[src/rtl/mips_pkg.sv]
// Shared definitions for the instruction-fetch stage: fetch FSM states and
// the fixed instruction/PC constants used by the fetch unit and IF/ID register.
package mips_pkg;

  typedef enum logic [1:0] {
    FETCH = 2'd0,
    DRAIN = 2'd1,
    HELD  = 2'd2
  } fetch_state_e;

  localparam logic [31:0] NOP              = 32'h0000_0000;
  localparam logic [31:0] DEFAULT_RESET_PC = 32'h0000_0000;

endpackage

[src/rtl/ifid_reg.sv]
// IF/ID pipeline register with a one-entry skid buffer that catches a word
// arriving while the downstream stage is held. Priority: reset > flush > hold.
module ifid_reg
  import mips_pkg::*;
(
  input  logic        clk,
  input  logic        reset,
  input  logic        flush,
  input  logic        hold,
  input  logic        load,
  input  logic [31:0] in_instr,
  input  logic [31:0] in_pc4,
  output logic [31:0] ifid_instr,
  output logic [31:0] ifid_pc4,
  output logic        ifid_valid
);

  logic [31:0] skid_instr;
  logic [31:0] skid_pc4;
  logic        skid_valid;

  // NOTE: sequential state uses non-blocking assignments so every register
  // samples pre-edge values regardless of statement order.
  always_ff @(posedge clk) begin
    if (reset) begin
      ifid_instr <= NOP;
      ifid_pc4   <= '0;
      ifid_valid <= 1'b0;
      skid_instr <= NOP;
      skid_pc4   <= '0;
      skid_valid <= 1'b0;
    end else if (flush) begin
      ifid_instr <= NOP;
      ifid_valid <= 1'b0;
      skid_valid <= 1'b0;
    end else if (hold) begin
      if (load) begin
        skid_instr <= in_instr;
        skid_pc4   <= in_pc4;
        skid_valid <= 1'b1;
      end
    end else if (skid_valid) begin
      ifid_instr <= skid_instr;
      ifid_pc4   <= skid_pc4;
      ifid_valid <= 1'b1;
      skid_valid <= 1'b0;
    end else if (load) begin
      ifid_instr <= in_instr;
      ifid_pc4   <= in_pc4;
      ifid_valid <= 1'b1;
    end else begin
      // Nothing fetched and nothing held: the consumed slot becomes a bubble.
      ifid_valid <= 1'b0;
    end
  end

endmodule

[src/rtl/pc_fetch_unit.sv]
// Fetch stage: PC register and FETCH/DRAIN/HELD request FSM around ifid_reg.
// Optional feature macro: PC_ALIGN_CHECK_EN (branch-target alignment fault).
module pc_fetch_unit
  import mips_pkg::*;
#(
  parameter logic [31:0] RESET_PC = DEFAULT_RESET_PC
) (
  input  logic        clk,
  input  logic        reset,
  output logic [31:0] pc,
  input  logic [31:0] pc_plus4,
  input  logic [31:0] branch_target,
  input  logic        branch_taken,
  input  logic        stall,
  output logic        imem_req,
  output logic [31:0] imem_addr,
  input  logic        imem_ack,
  input  logic [31:0] imem_rdata,
  output logic [31:0] ifid_instr,
  output logic [31:0] ifid_pc4,
  output logic        ifid_valid
`ifdef PC_ALIGN_CHECK_EN
  ,
  output logic        align_fault
`endif
);

  fetch_state_e state, next_state;
  logic [31:0]  pc_next;
  logic [31:0]  drain_addr, drain_next;
  logic [31:0]  target_eff;
  logic         br;
  logic         load;

  assign br = branch_taken & ~stall;

`ifdef PC_ALIGN_CHECK_EN
  assign target_eff = {branch_target[31:2], 2'b00};

  always_ff @(posedge clk) begin
    if (reset)
      align_fault <= 1'b0;
    else if (br && (branch_target[1:0] != 2'b00))
      align_fault <= 1'b1;
  end
`else
  assign target_eff = branch_target;
`endif

  always_ff @(posedge clk) begin
    if (reset) begin
      state      <= FETCH;
      pc         <= RESET_PC;
      drain_addr <= '0;
    end else begin
      state      <= next_state;
      pc         <= pc_next;
      drain_addr <= drain_next;
    end
  end

  // NOTE: every output of this block is given a default first so no path
  // leaves a signal unassigned and infers a latch.
  always_comb begin
    next_state = state;
    pc_next    = pc;
    drain_next = drain_addr;
    imem_req   = 1'b1;
    imem_addr  = pc;
    load       = 1'b0;
    unique case (state)
      FETCH: begin
        load = imem_ack & ~br;
        if (br) begin
          pc_next = target_eff;
          if (!imem_ack) begin
            // The request already on the bus must complete at its old address.
            next_state = DRAIN;
            drain_next = pc;
          end
        end else if (imem_ack) begin
          pc_next = pc_plus4;
          if (stall) next_state = HELD;
        end
      end
      DRAIN: begin
        imem_addr = drain_addr;
        if (br) pc_next = target_eff;
        if (imem_ack) next_state = FETCH;
      end
      HELD: begin
        imem_req = 1'b0;
        if (br) begin
          pc_next    = target_eff;
          next_state = FETCH;
        end else if (!stall) begin
          next_state = FETCH;
        end
      end
      default: next_state = FETCH;
    endcase
  end

  ifid_reg u_ifid_reg (
    .clk        (clk),
    .reset      (reset),
    .flush      (br),
    .hold       (stall),
    .load       (load),
    .in_instr   (imem_rdata),
    .in_pc4     (pc_plus4),
    .ifid_instr (ifid_instr),
    .ifid_pc4   (ifid_pc4),
    .ifid_valid (ifid_valid)
  );

endmodule

[config.mk]
export PLATFORM = sky130hd
export DESIGN_NAME = pc_fetch_unit
export DESIGN_NICKNAME = d
export VERILOG_FILES = /design/src/rtl/mips_pkg.sv /design/src/rtl/ifid_reg.sv /design/src/rtl/pc_fetch_unit.sv
export SDC_FILE = /design/constraint.sdc
export NUM_CORES = 1
export LEC_CHECK = 0
export BUFFER_PORTS_ARGS = -buffer_cell sky130_fd_sc_hd__buf_2
export CAP_MARGIN = 40
export CORE_MARGIN = 4
export CORE_UTILIZATION = 25
export CTS_BUF_LIST = sky130_fd_sc_hd__clkbuf_16
export CTS_CLUSTER_SIZE = 16
export DETAILED_ROUTE_END_ITERATION = 12
export PLACE_DENSITY = 0.5
export SYNTH_ARGS = -nofsm -noshare
export SYNTH_HDL_FRONTEND = slang
export SYNTH_SLANG_ARGS = --single-unit
[constraint.sdc]
create_clock -name clk -period 5.2 [get_ports clk]
set_input_delay 1.3 -clock clk [delete_from_list [all_inputs] [get_ports clk]]
set_output_delay 1.3 -clock clk [all_outputs]
set_load 0.005 [all_outputs]
==> results.json <==
{
  "clkTransAtPathRegs_ns": 0.07,
  "antenna_found_initial": 9,
  "cp-start-kind": "flop",
  "grt_first_pass_wirelength_microns": 47150,
  "critPathMaxStageDelay_ns": 0.44,
  "cts_buffers": 17,
  "crit_path_end": "imem_addr[23]",
  "grt_max_degree": 112,
  "outcome": "complete, no violations",
  "crit_buf_inv": 2,
  "cts_max_level": 4,
  "hold_class": "reg -> reg",
  "final-seq-area_sq_um": 3928,
  "fin_nets": 1282,
  "p_leak_uw": 0.004386,
  "cts-root-buf": "clkbuf_16",
  "synth.distinct_cells": 39,
  "pin_count": 231,
  "yosysWarnings": 0,
  "cp.depth": 4,
  "cp.required_ns": 3.90,
  "drt-initial-drc-count": 338,
  "nFillCells": 3882,
  "crit_type": "reg -> out",
  "portBuffers": 230,
  "synth_top_area_cell": "dfxtp_1",
  "tns_ns": 0,
  "yosys.area_share.simple_pct": 15.13,
  "grt_pass1_vias": 7783,
  "cts.path.max_buffers": 2,
  "reg2regPathDepth": 7,
  "drtAntennaViolNets": 0,
  "endpoint_kind": "primary output",
  "crit_family": "buffers and inverters",
  "critPathMaxFanout": 32,
  "ctsResizeCount": 0,
  "via_per_inst": 4.658,
  "synth_xor_xnor_area_share_pct": 0,
  "dp_hpwl_microns": 21710,
  "place.gp.congestion": 0.7941,
  "synth_compound_area_share_pct": 21.37,
  "routed_wl_microns": 30970,
  "cts_setup_buffers": 0,
  "r2r-end": "pc[19]",
  "syn_to_final_growth_pct": 22.03,
  "netlist_area_sq_um": 9410,
  "first_pass_iters": 4,
  "slew_headroom_pct": 39.60,
  "avgSynthCellArea_sq_um": 9.271,
  "ys_ff_latch": 196,
  "finalWorstPathRequiredPeriod_ns": 3.412,
  "hold_violations": 0,
  "core_sq_um": 36870,
  "synthAdderAreaFrac_pct": 0.5318,
  "timing.final.crit_share_pct": 65.62,
  "worstMarginPinSlew_ns": 0.9050,
  "vias": 7918,
  "reg2reg_slack_ns": 2.41,
  "insertion_delay_ns": 0.45,
  "holdWs_ns": 0.4537,
  "postCtsHoldBufs": 0,
  "synth_top_family_by_area": "compound AO/OA/AOI/OAI gates",
  "path_cells": "ha_1 -> buf_4 -> mux2_2 -> buf_2",
  "drc": 0,
  "fp.dieH_microns": 202.0,
  "ys_seq_area_share_pct": 41.70,
  "fin_skew_ns": 0.01375,
  "crit_start": "state[0]",
  "synthMuxAreaShare_pct": 14.47,
  "cts_sinks": 196,
  "die-area_sq_um": 40810,
  "syn_nets": 1120,
  "reg2reg_from": "state[0]",
  "yosysTopAreaCellShare_pct": 41.70,
  "wire_per_inst_microns": 18.21,
  "cts_tree": "yes",
  "drive_gt1_share_pct": 34.15,
  "report.final.setup_viol": 0,
  "multi_input_area_sq_um": 4881,
  "dieWidth_microns": 202.0,
  "grt_usage_pct": 14.64,
  "final_max_slew_viol_count": 0,
  "powerDensity_nw_per_um2": 326.2,
  "initial_utilization_pct": 25.52,
  "postSynthCellCount": 1015,
  "rsz0062_at_grt": "false",
  "achievable-frequency_mhz": 293.1,
  "overflow": 0,
  "row_count": 70,
  "ys_top_cells_by_area": "dfxtp_1, nand2_1, a21oi_1",
  "arrival_ns": 2.11,
  "cp_slowest_cell": "dfxtp_1",
  "ir_drop_v": 0.0002372,
  "maxCapViolations": 0
}
-- cell type report --
| type | count | share of cell area, % |
|---|---|---|
| inverter | 4 | 0.1307 |
| multi-input combinational | 707 | 42.50 |
| timing repair buffer | 251 | 12.72 |
| clock inverter | 14 | 1.100 |
| antenna | 7 | 0.1525 |
| tap | 504 | 5.491 |
| clock buffer | 17 | 3.705 |
| sequential | 196 | 34.20 |
-- worst register-to-register path, cell delays in order, from the launching register on --
cell and delay (ns):
dfxtp_1 0.44, inv_1 0.10, ha_1 0.43, buf_16 0.22
nor2_2 0.37, buf_4 0.38, a21o_4 0.52, a311oi_2 0.19
-- layout by cell type, fill, tap and decap left out, types with 3 or more instances in the layout --
| cell | instances |
|---|---|
| buf_4 | 12 |
| nand3_1 | 32 |
| buf_12 | 5 |
| o21ai_1 | 3 |
| mux2_2 | 52 |
| buf_16 | 4 |
| clkinv_4 | 4 |
| o21ai_0 | 29 |
| nor3_1 | 32 |
| a311oi_2 | 32 |
| ha_1 | 4 |
| inv_1 | 4 |
| a21oi_1 | 129 |
| inv_6 | 4 |
| a211oi_1 | 35 |
| dfxtp_1 | 195 |
| clkbuf_16 | 17 |
| a211oi_2 | 30 |
| clkinv_2 | 3 |
| diode_2 | 7 |
| mux2i_1 | 64 |
| nand2_1 | 193 |
| nor3b_1 | 33 |
| buf_2 | 229 |
| mux2_1 | 12 |
-- state kept, by name, indices dropped and copies added (netlist names) --
signal and flops:
u_ifid_reg.skid_valid 1, u_ifid_reg.skid_instr 32, u_ifid_reg.ifid_pc4 32, drain_addr 32, u_ifid_reg.skid_pc4 32, state 2, u_ifid_reg.ifid_valid 1, pc 32
u_ifid_reg.ifid_instr 32
-- metrics by stage --
step	cells	utilization [%]	setup WS [ns]	total power (uW)	cell area [sq um]
2_1_floorplan	1015	-	2.578	2192	9410
3_3_place_gp	1655	29.14	1.837	2461	10740
3_5_place_dp	1662	29.60	2.063	2491	10910
4_1_cts	1693	31.10	1.744	3806	11470
5_1_grt	1700	31.14	1.673	3939	11480
6_report	1700	31.14	1.788	3745	11480
-- report_power, final --
group	leakage (uW)	internal [uW]	switching (uW)
Combinational	0.00251	326	423
Clock	0.000272	663	634
Sequential	0.00160	1600	98.4
-- cells by family (layout without fill, tap and decap cells) --
group | after synthesis | in the layout
other | 0 | 7
buffers and inverters | 112 | 286
flip-flops | 196 | 196
adder cells (fa/ha/maj) | 4 | 4
multiplexers | 128 | 128
AO/OA/AOI/OAI | 267 | 267
AND/OR/NAND/NOR | 308 | 308
-- synthesized netlist by cell type (all sizes together) --
master   instances
inv              4
dfxtp          196
o211ai           1
a21oi          129
o31ai            2
nor3            32
nand2b           2
nor4bb           1
nor2             3
clkbuf          40
o21a             1
and3             1
nor3b           34
mux2i           64
nand4bb          1
o21ai           32
and3b            2
a31oi            1
a211oi          65
o221ai           1
mux2            64
nand3           33
o21bai           1
buf             68
nand2          193
nor2b            3
a311oi          32
a21o             2
ha               4
and2             2
nand3b           1
-- layer usage --
metal,up-vias,share of wire (%),global-route usage [%]
li1,3953,-,-
met1,3783,49,20.68
met2,145,45,22.06
met3,33,3.6,3.145
met4,4,1.7,5.200
met5,-,0.068,0
-- worst min-delay path by stage --
| stage | start | endpoint | depth (start not counted) |
|---|---|---|---|
| after global routing | u_ifid_reg.skid_instr[29] | u_ifid_reg.skid_instr[29] | 2 |
| after global placement | drain_addr[8] | drain_addr[8] | 2 |
| after detailed placement | drain_addr[28] | drain_addr[28] | 2 |
| after CTS | drain_addr[28] | drain_addr[28] | 2 |
| after floorplan | drain_addr[0] | drain_addr[0] | 2 |
| final | drain_addr[14] | drain_addr[14] | 2 |
No activity file was read; power rests on OpenSTA's default activity.
